$ cat src/rtl/uart_pkg.sv
// Shared types and constants for the UART transmit controller.
package uart_pkg;

  typedef enum logic [1:0] {
    IDLE  = 2'd0,
    LOAD  = 2'd1,
    SHIFT = 2'd2
  } uart_tx_state_t;

  // start + 8 data + parity + 2 stop
  localparam int UART_FRAME_BITS = 12;
  localparam logic [3:0] UART_LAST_BIT = 4'(UART_FRAME_BITS - 1);

endpackage

$ cat src/rtl/uart_baud_counter.sv
// Bit-period timer: counts 0..CLKS_PER_BIT-1 while enabled; tick is a
// registered flag that is high exactly while the count sits at terminal.
module uart_baud_counter #(
  parameter int CLKS_PER_BIT = 868
) (
  input  logic clk,
  input  logic reset,
  input  logic clear,
  input  logic en,
  output logic tick
);

  localparam int CW = (CLKS_PER_BIT > 1) ? $clog2(CLKS_PER_BIT) : 1;
  localparam logic [CW-1:0] TERM = CW'(CLKS_PER_BIT - 1);

  logic [CW-1:0] cnt;
  logic [CW-1:0] cnt_next;

  always_comb begin
    cnt_next = cnt;
    if (clear) begin
      cnt_next = '0;
    end else if (en) begin
      cnt_next = (cnt == TERM) ? '0 : cnt + 1'b1;
    end
  end

  // tick is decoded from the next count so it lines up with the count itself.
  always_ff @(posedge clk) begin
    if (reset) begin
      cnt  <= '0;
      tick <= 1'b0;
    end else begin
      cnt  <= cnt_next;
      tick <= (cnt_next == TERM);
    end
  end

endmodule

$ cat src/rtl/uart_tx_ctrl.sv
// UART transmit sequencer: byte handshake, baud timing and datapath controls.
// Define UART_TX_HOLD_EN to add a one-byte hold register for back-to-back frames.
module uart_tx_ctrl
  import uart_pkg::*;
#(
  parameter int CLKS_PER_BIT = 868
) (
  input  logic           clk,
  input  logic           reset,
  input  logic           tx_valid,
  input  logic [7:0]     tx_data,
  input  logic           parity_odd,
  output logic           tx_ready,
  output logic [7:0]     dp_data,
  output logic           load,
  output logic           tx_sr_en,
  output logic           parity_sel,
  output logic           tx_sel,
  output logic           busy,
  output uart_tx_state_t state
);

  // Handshake: a byte is taken at a rising edge where tx_valid & tx_ready;
  // tx_ready is registered, and tx_valid without tx_ready has no effect.
  logic       accept;
  logic       frame_end;
  logic       tick;
  logic       baud_clear;
  logic       baud_en;
  logic [3:0] bit_cnt;

  logic       pending;
  logic       pending_next;
  logic       ready_in_frame;
  logic [7:0] next_byte;
  logic       next_parity;

  assign accept     = tx_valid & tx_ready;
  assign baud_clear = (state == LOAD);
  assign baud_en    = (state == SHIFT);
  assign frame_end  = (state == SHIFT) & tick & (bit_cnt == UART_LAST_BIT);
  assign tx_sr_en   = tick;

  uart_baud_counter #(
    .CLKS_PER_BIT(CLKS_PER_BIT)
  ) u_baud (
    .clk   (clk),
    .reset (reset),
    .clear (baud_clear),
    .en    (baud_en),
    .tick  (tick)
  );

`ifdef UART_TX_HOLD_EN
  logic       hold_valid;
  logic       hold_parity;
  logic [7:0] hold_data;
  logic       hold_take;
  logic       hold_pop;

  // Any accept outside IDLE lands in the hold register, even on the frame-end edge.
  assign hold_take      = accept & (state != IDLE);
  assign hold_pop       = hold_valid & ((state == IDLE) | frame_end);
  assign pending        = hold_valid;
  assign pending_next   = hold_take | (hold_valid & ~hold_pop);
  assign ready_in_frame = ~pending_next;
  assign next_byte      = hold_valid ? hold_data : tx_data;
  assign next_parity    = hold_valid ? hold_parity : parity_odd;

  always_ff @(posedge clk) begin
    if (reset) begin
      hold_valid  <= 1'b0;
      hold_data   <= '0;
      hold_parity <= 1'b0;
    end else if (hold_take) begin
      hold_valid  <= 1'b1;
      hold_data   <= tx_data;
      hold_parity <= parity_odd;
    end else if (hold_pop) begin
      hold_valid  <= 1'b0;
    end
  end
`else
  assign pending        = 1'b0;
  assign pending_next   = 1'b0;
  assign ready_in_frame = 1'b0;
  assign next_byte      = tx_data;
  assign next_parity    = parity_odd;
`endif

  always_ff @(posedge clk) begin
    if (reset) begin
      state      <= IDLE;
      tx_ready   <= 1'b0;
      dp_data    <= '0;
      load       <= 1'b0;
      parity_sel <= 1'b0;
      tx_sel     <= 1'b0;
      busy       <= 1'b0;
      bit_cnt    <= '0;
    end else begin
      load <= 1'b0;
      case (state)
        IDLE: begin
          tx_sel <= 1'b0;
          if (pending | accept) begin
            dp_data    <= next_byte;
            parity_sel <= next_parity;
            load       <= 1'b1;
            busy       <= 1'b1;
            tx_ready   <= ready_in_frame;
            state      <= LOAD;
          end else begin
            busy     <= 1'b0;
            tx_ready <= 1'b1;
          end
        end
        LOAD: begin
          bit_cnt  <= '0;
          tx_sel   <= 1'b1;
          tx_ready <= ready_in_frame;
          state    <= SHIFT;
        end
        SHIFT: begin
          tx_ready <= ready_in_frame;
          if (frame_end) begin
            bit_cnt <= '0;
            tx_sel  <= 1'b0;
            if (pending) begin
              // The LOAD cycle doubles as the single idle-high gap between frames.
              dp_data    <= next_byte;
              parity_sel <= next_parity;
              load       <= 1'b1;
              state      <= LOAD;
            end else begin
              busy     <= 1'b0;
              tx_ready <= ~pending_next;
              state    <= IDLE;
            end
          end else if (tick) begin
            bit_cnt <= bit_cnt + 4'd1;
          end
        end
        default: begin
          state    <= IDLE;
          tx_sel   <= 1'b0;
          busy     <= 1'b0;
          tx_ready <= 1'b0;
        end
      endcase
    end
  end

endmodule

$ cat config.mk
export PLATFORM = sky130hd
export DESIGN_NAME = uart_tx_ctrl
export DESIGN_NICKNAME = d
export VERILOG_FILES = /design/src/rtl/uart_pkg.sv /design/src/rtl/uart_baud_counter.sv /design/src/rtl/uart_tx_ctrl.sv
export SDC_FILE = /design/constraint.sdc
export NUM_CORES = 1
export LEC_CHECK = 0
export BUFFER_PORTS_ARGS = -buffer_cell sky130_fd_sc_hd__buf_2
export CAP_MARGIN = 20
export CORE_UTILIZATION = 48
export CTS_CLUSTER_DIAMETER = 200
export DETAILED_ROUTE_END_ITERATION = 12
export GPL_TIMING_DRIVEN = 0
export PLACE_DENSITY = 0.74
export SETUP_SLACK_MARGIN = 0.4
export SLEW_MARGIN = 10
export SYNTH_ARGS = -nofsm -noshare
export SYNTH_HDL_FRONTEND = slang
export SYNTH_SLANG_ARGS = --single-unit
$ cat constraint.sdc
create_clock -name clk -period 1.6 [get_ports clk]
set_clock_uncertainty 0.15 [all_clocks]
set_input_delay 0.16 -clock clk [delete_from_list [all_inputs] [get_ports clk]]
set_output_delay 0.16 -clock clk [all_outputs]
set_load 0.03 [all_outputs]
==> results.txt <==
Vias in the first global route -> 1330
R2R cell count -> 6
CTS tree -> done
VDD IR max -> 0.0009190 V
Max Cap Viol -> 0
Hold Slack -> 83.03 ps
Endpoints failing hold -> 0
Startpoint Class -> flip-flop
Max Slew Vio Count -> 0
Overall die width -> 55.89 microns
Commonest non-fill, non-tap cell in the layout -> nand2_1
DR WL/cell -> 15.24 microns
Seq/Total Area, Yosys -> 43.09%
Via/cell ratio -> 5.413
Layout Utilization -> 77.00%
Worst endpoint required time -> 1680 ps
Clock Pin Slew Worst Setup and Hold Paths -> 90 ps
R2R Path Start -> state[0]$_SDFFE_PP0P_
CP cell instances -> buf_6 -> and4b_4 -> nand2_4 -> mux2_4 -> a21oi_2 -> nor4b_2
Chip height -> 55.89 microns
Largest net degree at the start of global routing -> 11
Antenna cells -> 0
Vias -> 1364
Hpwl dp -> 2064 microns
Placed insts -> 216
Syn-to-layout area delta -> 52.33%
Worst Setup End Kind -> flip-flop
Crit path launch -> state[0]$_SDFFE_PP0P_
Number of synthesized flops with an enable pin -> 0
Worst skew pair latency -> 330 ps
Placed cell area -> 1645 sq um
Drt drc -> 0
Core outline area -> 2758 sq um
Number of core rows -> 19
Initial drt markers -> 43
Unrepaired setup endpoints after global routing -> true
Total I/O pin count -> 28
Seq cells post-synth -> 30
H-tree Lvls -> 2
Filler instances -> 165
Slew margin rel. -> 69.44%
Die area -> 3123 sq um
R2R setup slack -> -80 ps
Clk buf depth -> 2
Outcome -> finished with violations
Syn_nets -> 173
Initial Util -> 50.54%
Most area-hungry cell type in the Yosys netlist -> dfxtp_1
Synth Instances -> 159
Min cycle time layout -> 1676 ps
Hold Crit Class -> in2reg
Setup TNS -> -188.4 ps
Cts bufs inserted -> 5
Final Non-Filler Cells -> 252
Most frequent cells in the layout -> nand2_1 (22), buf_4 (20), dfxtp_1 (18), buf_2 (16), a21oi_1 (11)
Failing checks -> setup timing
Synthesized area -> 1394 sq um
Top post-synthesis cells by area -> dfxtp_1 (43%), nand2_1 (6.5%), a21oi_1 (4.7%)
Num Clock Sinks -> 30
Setup crit end -> u_baud.tick$_SDFF_PP0_
Area of the multi-input gates -> 892.1 sq um
Worst-Margin Slew -> 458.4 ps
Tcrit/Tclk final -> 104.7%
Top FF cell, synth -> dfxtp_1
Setup violators final -> 10
Design Area, Final -> 2123 sq um
Worst R2R End -> u_baud.tick$_SDFF_PP0_
Pleak -> 0.8830 nW
PD cells -> 709.8 nW/um^2
Post-route ant nets -> 0
Remaining Overflow, GRT -> 0
GPL Wtd Cong -> 0.8375
Initial antenna violation count -> 0
CP Data Arrival Time -> 1750 ps
Crit path kind -> reg2reg
All-Layer GR Usage -> 24.05%
Max Clk Rate -> 0.5968 GHz
Synth top area share -> 43.09%
# port buffers -> 26
CTS Root Buffer Type -> clkbuf_4
Reg area -> 623.1 sq um
Post-Route WL -> 3841 microns
Crit path largest cell delay -> 360 ps
Nets@finish -> 234
Yosys Warn Count -> 0
Syn_area_per_cell -> 8.766 sq um
CP Max Fanout -> 5
Synth unique cells -> 40
TritonRoute pass-1 iters -> 4
Slowest-stage cell, CP -> dfxtp_4
Setup ws final -> -75.60 ps
Synth async-reset ratio -> 0%
First-pass GRT wire length -> 5796 microns
Fraction of layout cells with a size suffix above 1 -> 47.96%
through the flow:
stage | worst slack, ps | total power (W)
after floorplan | -56.55 | 0.0009171
after global placement | -102.9 | 0.0009635
after detailed placement | -118.5 | 0.0009676
after CTS | -92.99 | 0.001488
after global routing | -122.3 | 0.001562
final | -75.60 | 0.001507
area by class of cell:
class                   instances  share of cell area, %
plain buffers                   7                  3.300
clock buffers                   7                  2.593
clock inverters                 1                 0.2357
inverters                       4                 0.8250
multi-input cells             118                  42.02
flip-flops and latches         30                  29.35
well taps                      31                  1.827
repair buffers                 54                  19.86
cell usage after synthesis, types with 3 or more instances:
master    count
o21ai_0       4
nand2_1      24
or3_1         3
nor2b_1       5
clkbuf_1      4
nand4_1       4
xnor2_1       4
inv_1         4
a32oi_1       3
xor2_1        6
dfxtp_1      30
a21oi_1      13
nor2_1       16
nand3_1       7
power breakdown:
group	internal (W)	switching, W	leakage [nW]	total (W)
Clock	0.000212	0.000256	0.0353	0.000468
Sequential	0.000766	0.0000154	0.250	0.000782
Combinational	0.000116	0.000141	0.598	0.000257
Total	0.00109	0.000412	0.883	0.00151
worst min path at each step:
| stage | from | to | slack [ps] | cells past startpoint |
|---|---|---|---|---|
| after floorplan | tx_data[0] | dp_data[0]$_SDFFE_PP0P_ | 150 | 2 |
| after global placement | tx_data[3] | dp_data[3]$_SDFFE_PP0P_ | 250 | 3 |
| after detailed placement | tx_data[5] | dp_data[5]$_SDFFE_PP0P_ | 260 | 3 |
| after CTS | tx_valid | tx_ready$_SDFF_PP0_ | 30 | 4 |
| after global routing | reset | state[0]$_SDFFE_PP0P_ | 100 | 2 |
| final | reset | dp_data[0]$_SDFFE_PP0P_ | 80 | 2 |
state kept, by name, summed over array words and instances (netlist names):
register / count
u_baud.cnt: 10
state: 2
bit_cnt: 4
load: 1
parity_sel: 1
u_baud.tick: 1
tx_ready: 1
tx_sel: 1
dp_data: 8
busy: 1
layer usage:
layer | vias to the layer above | wire length, microns | global-route usage, %
met1 | 642 | 1655 | 30.04
met5 | - | 0 | 0
li1 | 677 | - | -
met2 | 38 | 1925 | 38.55
met4 | 0 | 60 | 12.54
met3 | 7 | 199 | 5.814
critical path, delay by kind of cell, from the launching register on:
| family | cells | cell delay, ps |
|---|---|---|
| and+or+nand+nor | 3 | 500 |
| DFF | 1 | 360 |
| muxes | 1 | 300 |
| AOI/OAI and AO/OA | 1 | 140 |
| buffers and inverters | 1 | 120 |
cells by family after synthesis:
kind of cell	after synthesis	share of synthesized area [%]
mux	3	2.244
fa+ha+maj	2	1.795
simple gates	73	28.46
compound gates	30	14.09
xor+xnor	10	6.283
buf+inv	11	4.038
flops	30	43.09
what timing repair did:
action                                  CTS  global route
cloned                                    1             0
gates resized for setup                  30            33
endpoints found under the hold margin     9             0
hold buffers                              9             0
endpoints found under the setup margin   34            42
pin swaps                                16            13
setup buffers                            16             2
Note: power is estimated with default switching activity, not from simulation.
